### config.mk
export PLATFORM = sky130hd
export DESIGN_NAME = pipe_hazard_ctrl_flat
export DESIGN_NICKNAME = d
export VERILOG_FILES = /design/src/rtl/pipe_hazard_ctrl_pkg.sv /design/src/rtl/pipe_hazard_ctrl_if.sv /design/src/rtl/pipe_hazard_ctrl_sb_entry.sv /design/src/rtl/pipe_hazard_ctrl.sv /design/src/flat_wrapper.sv
export SDC_FILE = /design/constraint.sdc
export NUM_CORES = 1
export LEC_CHECK = 0
export CORE_ASPECT_RATIO = 0.75
export CORE_MARGIN = 5
export CORE_UTILIZATION = 45
export CTS_BUF_LIST = sky130_fd_sc_hd__clkbuf_16
export DETAILED_ROUTE_END_ITERATION = 10
export PLACE_DENSITY_LB_ADDON = 0.05
export SLEW_MARGIN = 20
export SYNTH_ARGS = -nofsm -noshare
export SYNTH_HDL_FRONTEND = slang
export SYNTH_SLANG_ARGS = --single-unit
### constraint.sdc
create_clock -name clk -period 6.1 [get_ports clk]
set_input_delay 0.915 -clock clk [delete_from_list [all_inputs] [get_ports clk]]
set_output_delay 0.915 -clock clk [all_outputs]
set_load 0.01 [all_outputs]
### src/rtl/pipe_hazard_ctrl_pkg.sv
// Shared definitions for the pipeline hazard/flush controller and the stage
// registers it drives.
package pipe_ctrl_pkg;

    localparam int REGNOBITS = 4;

    // A writer leaving D is visible to readers three cycles later, so two
    // cycles of pending state cover its time in A and M.
    localparam logic [1:0] SB_SET = 2'd2;

    typedef enum logic [1:0] {
        CTRL_RUN,
        CTRL_STALL,
        CTRL_FLUSH
    } ctrl_e;

    // Field values a stage register loads when a nop is inserted.
    typedef struct packed {
        logic isnop;
        logic wrreg;
        logic wrmem;
    } nop_fields_t;

    localparam nop_fields_t NOP_FIELDS = '{isnop: 1'b1, wrreg: 1'b0, wrmem: 1'b0};

endpackage

### src/rtl/pipe_hazard_ctrl_if.sv
// D-stage operand information in, pipeline-register controls and debug state out.
interface pipe_hazard_ctrl_if #(
    parameter int REGNOBITS = 4,
    parameter int CNTBITS   = 16
);
    localparam int REGWORDS = 1 << REGNOBITS;

    logic                 valid_D;
    logic [REGNOBITS-1:0] rs_D;
    logic                 rsuse_D;
    logic [REGNOBITS-1:0] rt_D;
    logic                 rtuse_D;
    logic                 wrreg_D;
    logic [REGNOBITS-1:0] destreg_D;
    logic                 mispred_A;

    logic                 stall_F;
    logic                 stall_D;
    logic                 bubble_A;
    logic                 flush_D;
    logic [REGWORDS-1:0]  busy;
    logic [CNTBITS-1:0]   stallcnt;
    logic [CNTBITS-1:0]   flushcnt;

    modport master (
        output valid_D, rs_D, rsuse_D, rt_D, rtuse_D, wrreg_D, destreg_D, mispred_A,
        input  stall_F, stall_D, bubble_A, flush_D, busy, stallcnt, flushcnt
    );

    modport slave (
        input  valid_D, rs_D, rsuse_D, rt_D, rtuse_D, wrreg_D, destreg_D, mispred_A,
        output stall_F, stall_D, bubble_A, flush_D, busy, stallcnt, flushcnt
    );

endinterface

### src/rtl/pipe_hazard_ctrl_sb_entry.sv
// One scoreboard slot: a 2-bit pending-write down-counter where a new set
// beats the decrement in the same cycle.
module sb_entry
    import pipe_ctrl_pkg::*;
(
    input  logic clk,
    input  logic reset,
    input  logic set,
    output logic busy
);

    logic [1:0] cnt_reg;
    logic [1:0] cnt_next;

    always_comb begin
        cnt_next = cnt_reg;
        if (set) begin
            cnt_next = SB_SET;
        end else if (cnt_reg != 2'd0) begin
            cnt_next = cnt_reg - 2'd1;
        end
    end

    always_ff @(posedge clk) begin
        if (reset) begin
            cnt_reg <= 2'd0;
        end else begin
            cnt_reg <= cnt_next;
        end
    end

    assign busy = (cnt_reg != 2'd0);

endmodule

### src/rtl/pipe_hazard_ctrl.sv
// RAW hazard stall and mispredict flush control for the F/D/A/M pipeline,
// with saturating debug counters of stall and flush events.
module pipe_hazard_ctrl
    import pipe_ctrl_pkg::*;
#(
    parameter int REGNOBITS = pipe_ctrl_pkg::REGNOBITS,
    parameter int REGWORDS  = 1 << REGNOBITS,
    parameter int CNTBITS   = 16
) (
    input  logic              clk,
    input  logic              reset,
    pipe_hazard_ctrl_if.slave bus
);

    logic [REGWORDS-1:0] busy_raw;
    logic [REGWORDS-1:0] set_vec;
    logic                hazard;
    logic                issue;
    ctrl_e               ctrl;

    logic [CNTBITS-1:0]  stallcnt_reg;
    logic [CNTBITS-1:0]  stallcnt_next;
    logic [CNTBITS-1:0]  flushcnt_reg;
    logic [CNTBITS-1:0]  flushcnt_next;

    genvar gi;
    generate
        for (gi = 0; gi < REGWORDS; gi++) begin : g_sb
            assign set_vec[gi] = issue && bus.wrreg_D &&
                                 (bus.destreg_D == REGNOBITS'(gi));

            sb_entry u_entry (
                .clk   (clk),
                .reset (reset),
                .set   (set_vec[gi]),
                .busy  (busy_raw[gi])
            );
        end
    endgenerate

    assign hazard = bus.valid_D &&
                    ((bus.rsuse_D && busy_raw[bus.rs_D]) ||
                     (bus.rtuse_D && busy_raw[bus.rt_D]));

    // Mispredict outranks hazard: the stalled D instruction is wrong-path anyway.
    always_comb begin
        ctrl = CTRL_RUN;
        if (!reset) begin
            if (bus.mispred_A) begin
                ctrl = CTRL_FLUSH;
            end else if (hazard) begin
                ctrl = CTRL_STALL;
            end
        end
    end

    assign issue        = !reset && bus.valid_D && (ctrl == CTRL_RUN);

    assign bus.stall_F  = (ctrl == CTRL_STALL);
    assign bus.stall_D  = (ctrl == CTRL_STALL);
    assign bus.bubble_A = (ctrl != CTRL_RUN);
    assign bus.flush_D  = (ctrl == CTRL_FLUSH);

    always_comb begin
        stallcnt_next = stallcnt_reg;
        flushcnt_next = flushcnt_reg;
        if (ctrl == CTRL_STALL && stallcnt_reg != '1) begin
            stallcnt_next = stallcnt_reg + CNTBITS'(1);
        end
        if (ctrl == CTRL_FLUSH && flushcnt_reg != '1) begin
            flushcnt_next = flushcnt_reg + CNTBITS'(1);
        end
    end

    always_ff @(posedge clk) begin
        if (reset) begin
            stallcnt_reg <= '0;
            flushcnt_reg <= '0;
        end else begin
            stallcnt_reg <= stallcnt_next;
            flushcnt_reg <= flushcnt_next;
        end
    end

    // Debug outputs read as zero for the whole reset cycle, not just after it.
    assign bus.busy     = reset ? '0 : busy_raw;
    assign bus.stallcnt = reset ? '0 : stallcnt_reg;
    assign bus.flushcnt = reset ? '0 : flushcnt_reg;

endmodule
### src/flat_wrapper.sv
// flat-port wrapper written by rule: the top's interface ports become plain ports
module pipe_hazard_ctrl_flat import pipe_ctrl_pkg::*;
#(
    parameter int REGNOBITS = pipe_ctrl_pkg::REGNOBITS,
    parameter int REGWORDS  = 1 << REGNOBITS,
    parameter int CNTBITS   = 16
)
  (clk, reset, bus_valid_D, bus_rs_D, bus_rsuse_D, bus_rt_D, bus_rtuse_D, bus_wrreg_D, bus_destreg_D, bus_mispred_A, bus_stall_F, bus_stall_D, bus_bubble_A, bus_flush_D, bus_busy, bus_stallcnt, bus_flushcnt);
  pipe_hazard_ctrl_if #(.REGNOBITS(REGNOBITS), .CNTBITS(CNTBITS)) bus_i ();
  input  logic clk;
  input  logic reset;
  input wire logic [$bits(bus_i.valid_D)-1:0] bus_valid_D;
  input wire logic [$bits(bus_i.rs_D)-1:0] bus_rs_D;
  input wire logic [$bits(bus_i.rsuse_D)-1:0] bus_rsuse_D;
  input wire logic [$bits(bus_i.rt_D)-1:0] bus_rt_D;
  input wire logic [$bits(bus_i.rtuse_D)-1:0] bus_rtuse_D;
  input wire logic [$bits(bus_i.wrreg_D)-1:0] bus_wrreg_D;
  input wire logic [$bits(bus_i.destreg_D)-1:0] bus_destreg_D;
  input wire logic [$bits(bus_i.mispred_A)-1:0] bus_mispred_A;
  output wire logic [$bits(bus_i.stall_F)-1:0] bus_stall_F;
  output wire logic [$bits(bus_i.stall_D)-1:0] bus_stall_D;
  output wire logic [$bits(bus_i.bubble_A)-1:0] bus_bubble_A;
  output wire logic [$bits(bus_i.flush_D)-1:0] bus_flush_D;
  output wire logic [$bits(bus_i.busy)-1:0] bus_busy;
  output wire logic [$bits(bus_i.stallcnt)-1:0] bus_stallcnt;
  output wire logic [$bits(bus_i.flushcnt)-1:0] bus_flushcnt;
  assign bus_i.valid_D = bus_valid_D;
  assign bus_i.rs_D = bus_rs_D;
  assign bus_i.rsuse_D = bus_rsuse_D;
  assign bus_i.rt_D = bus_rt_D;
  assign bus_i.rtuse_D = bus_rtuse_D;
  assign bus_i.wrreg_D = bus_wrreg_D;
  assign bus_i.destreg_D = bus_destreg_D;
  assign bus_i.mispred_A = bus_mispred_A;
  assign bus_stall_F = bus_i.stall_F;
  assign bus_stall_D = bus_i.stall_D;
  assign bus_bubble_A = bus_i.bubble_A;
  assign bus_flush_D = bus_i.flush_D;
  assign bus_busy = bus_i.busy;
  assign bus_stallcnt = bus_i.stallcnt;
  assign bus_flushcnt = bus_i.flushcnt;
  pipe_hazard_ctrl #(.REGNOBITS(REGNOBITS), .REGWORDS(REGWORDS), .CNTBITS(CNTBITS)) u_core (.clk(clk), .reset(reset), .bus(bus_i));
endmodule
==> load_flow_metrics.sql <==
INSERT INTO impl_metrics (metric_group, metric, value, unit) VALUES
('power_and_ir_drop', 'comb_power_share', '0.063', ''),
('clocking', 'total_number_of_h_tree_levels', '3', ''),
('global_route', 'grt_remaining_overflow', '0', ''),
('drt', 'via_per_inst', '5.39', ''),
('floorplan', 'floorplan.io_pins', '71', ''),
('floorplan', 'die_area', '9060', 'um^2'),
('drt', 'vias', '2930', ''),
('floorplan', 'floorplan.die.height', '83.7', 'um'),
('drt', 'route.final.wire_length', '8.40', 'mm'),
('power_and_ir_drop', 'p_leak', '1.55', 'nW'),
('power_and_ir_drop', 'seqPwrFrac', '0.429', ''),
('layout', 'nets', '462', ''),
('global_route', 'wire_length_of_the_first_global_routing_pass', '14.0', 'mm'),
('layout', 'regArea', '1280', 'um^2'),
('worst_setup_path', 'path_max_fanout', '4', ''),
('worst_setup_path', 'timing.critical_path.from_type', 'input port', ''),
('power_and_ir_drop', 'power_switching_share', '0.225', ''),
('timing', 'final-max-slew-violation-count', '0', ''),
('timing', 'timing.final.crit_share', '0.740', ''),
('floorplan', 'number_of_placement_rows', '26', ''),
('clocking', 'tritoncts', 'done', ''),
('global_route', 'grt_use_total', '0.192', ''),
('clocking', 'cts-resized-gates', '0', ''),
('layout', 'insertedDiodeCount', '0', ''),
('worst_setup_path', 'crit_type', 'in2out', ''),
('timing', 'setup_viol', '0', ''),
('worst_setup_path', 'path_cells', 'clkdlybuf4s50_1 > mux4_2 > a31o_1 > nor3b_1 > a21o_1 > and2_1 > or2_2 > clkdlybuf4s50_1', ''),
('timing', 'finalCriticalPeriod', '4510', 'ps'),
('drt', 'drt_first_iter_violations', '168', ''),
('layout', 'area.growth.synth_to_final', '32.2', '%'),
('timing', 'max_freq', '222', 'MHz'),
('layout', 'n_fill_cell', '619', ''),
('drt', 'drc_errors', '0', ''),
('clocking', 'clk_pin_slew', '50', 'ps'),
('clocking', 'clockRootBuffer', 'sky130_fd_sc_hd__clkbuf_16', ''),
('clocking', 'postCtsHoldBufs', '0', ''),
('synth', 'postSynthNetCount', '397', ''),
('floorplan', 'dieWidth', '108', 'um'),
('placement', 'placement.io_buffers', '70', ''),
('power_and_ir_drop', 'power_report.internal_total', '0.000764', 'W'),
('synth', 'most_numerous_cell_in_the_yosys_netlist', 'sky130_fd_sc_hd__dfxtp_1', ''),
('clocking', 'postcts_setup_bufs', '0', ''),
('synth', 'ys_warn_count', '0', ''),
('outcome', 'run_status', 'completed', ''),
('synth', 'netlist_area_pre_place', '3260', 'um^2'),
('layout', 'final_cell_area', '4310', 'um^2'),
('drt', 'drt.antenna.violating_nets', '0', ''),
('synth', 'post_synth_inst_count', '376', ''),
('worst_setup_path', 'timing.critical_path.slowest_stage_cell', 'sky130_fd_sc_hd__clkdlybuf4s50_1', ''),
('worst_setup_path', 'endpoint_kind', 'output port', ''),
('placement', 'placed_area', '4010', 'um^2'),
('synth', 'post_synth_num_cell_types', '50', ''),
('synth', 'post-synth-top-area-cell', 'sky130_fd_sc_hd__dfxtp_1', ''),
('placement', 'post-dp-hpwl', '6.11', 'mm'),
('timing', 'relSlewSlack', '0.338', ''),
('global_route', 'number_of_global_route_vias_before_repair', '2778', ''),
('worst_hold_path', 'hold_path_class', 'reg2reg', ''),
('layout', 'post_route_cells_drive_above_1_share', '0.0942', ''),
('worst_setup_path', 'cp_data_required_time', '5180', 'ps'),
('timing', 'tightest_slew', '986', 'ps'),
('synth', 'post_synth_main_area_contributors', 'sky130_fd_sc_hd__dfxtp_1, sky130_fd_sc_hd__nor2_1, sky130_fd_sc_hd__nor2b_1, sky130_fd_sc_hd__a32o_1, sky130_fd_sc_hd__a2111oi_0', ''),
('timing', 'hold_violations', '0', ''),
('placement', 'gp_congestion', '0.935', ''),
('timing', 'rsz0062_at_grt', 'no', ''),
('worst_setup_path', 'critical_path.most_common_cell', 'sky130_fd_sc_hd__clkdlybuf4s50_1', ''),
('timing', 'setup_slack', '1590', 'ps'),
('placement', 'pre_cts_slack', '1590', 'ps'),
('power_and_ir_drop', 'switchingPower', '0.000222', 'W'),
('synth', 'ys.flop_type', 'sky130_fd_sc_hd__dfxtp_1', ''),
('worst_setup_path', 'cpPeakStageDelay', '580', 'ps'),
('layout', 'multi_input_area', '1820', 'um^2');
==> layout by cell type (no fill, tap or decap), types with 3 or more instances in the layout <==
| cell type | count |
|---|---|
| sky130_fd_sc_hd__a2111oi_0 | 11 |
| sky130_fd_sc_hd__a21o_1 | 6 |
| sky130_fd_sc_hd__a21oi_1 | 11 |
| sky130_fd_sc_hd__a32o_1 | 12 |
| sky130_fd_sc_hd__and2_1 | 5 |
| sky130_fd_sc_hd__and3_1 | 12 |
| sky130_fd_sc_hd__and4_1 | 3 |
| sky130_fd_sc_hd__clkbuf_16 | 9 |
| sky130_fd_sc_hd__clkdlybuf4s50_1 | 69 |
| sky130_fd_sc_hd__clkinvlp_4 | 3 |
| sky130_fd_sc_hd__dfxtp_1 | 64 |
| sky130_fd_sc_hd__inv_1 | 18 |
| sky130_fd_sc_hd__mux2_2 | 6 |
| sky130_fd_sc_hd__mux4_1 | 3 |
| sky130_fd_sc_hd__mux4_2 | 4 |
| sky130_fd_sc_hd__nand2_1 | 21 |
| sky130_fd_sc_hd__nand3_1 | 14 |
| sky130_fd_sc_hd__nor2_1 | 62 |
| sky130_fd_sc_hd__nor2b_1 | 32 |
| sky130_fd_sc_hd__nor3_1 | 6 |
| sky130_fd_sc_hd__o21ai_0 | 15 |
| sky130_fd_sc_hd__o31ai_1 | 4 |
| sky130_fd_sc_hd__or3_1 | 9 |
| sky130_fd_sc_hd__or4_1 | 3 |
| sky130_fd_sc_hd__xor2_1 | 7 |
==> tightest hold or removal path: stages (launching register included) <==
cell	delay, ps
sky130_fd_sc_hd__dfxtp_1	320
sky130_fd_sc_hd__nand2_1	60
sky130_fd_sc_hd__a21oi_1	30
==> per-stage QoR <==
step | power [W] | instances | util | hold slack (ps)
2_1_floorplan | 0.000466 | 376 | - | 421
3_3_place_gp | 0.000493 | 528 | 0.579 | 433
3_5_place_dp | 0.000494 | 528 | 0.579 | 438
4_1_cts | 0.000996 | 544 | 0.622 | 448
5_1_grt | 0.00102 | 544 | 0.622 | 465
6_report | 0.000986 | 544 | 0.622 | 448
==> power by group through the flow <==
stage	Sequential (W)	Clock, W	Combinational, W
finish	0.000423	0.000500	0.0000623
global route	0.000423	0.000533	0.0000681
CTS	0.000423	0.000510	0.0000623
detailed placement	0.000432	0	0.0000622
global placement	0.000432	0	0.0000610
floorplan	0.000432	0	0.0000347
==> layout make-up <==
class                      count  area share
clock buffer                   9      0.0523
inverter                      19      0.0166
tap                           98      0.0285
sequential                    64       0.298
clock inverter                 7      0.0166
timing repair buffer          72       0.165
multi-input combinational    275       0.424
==> cells by family after synthesis <==
| family | after synthesis | share of synthesized area |
|---|---|---|
| flops | 64 | 0.393 |
| buf+inv | 37 | 0.0465 |
| fa+ha+maj | 2 | 0.00768 |
| compound gates | 70 | 0.162 |
| xor+xnor | 9 | 0.0242 |
| simple gates | 180 | 0.291 |
| mux | 14 | 0.0757 |
==> layer usage <==
metal  wire [um]  track usage  vias to the layer above  part of all wire
met4          29       0.0378                        0            0.0035
li1            -            -                     1487                 -
met1        4150        0.269                     1380              0.49
met3         405       0.0541                        4             0.048
met2        3820        0.295                       59              0.45
met5           0            0                        -                 0
==> final timing paths <==
path         cells past startpoint  slack [ps]                                end                               from
max reg2reg                      7        3280  u_core.g_sb[9].u_entry.cnt_reg[0]  u_core.g_sb[7].u_entry.cnt_reg[0]
min reg2reg                      2         450  u_core.g_sb[3].u_entry.cnt_reg[0]  u_core.g_sb[3].u_entry.cnt_reg[1]
max                              8        1590                       bus_bubble_A                        bus_rs_D[1]
min                              2         450  u_core.g_sb[3].u_entry.cnt_reg[0]  u_core.g_sb[3].u_entry.cnt_reg[1]
(Power assumes the default switching activity.)
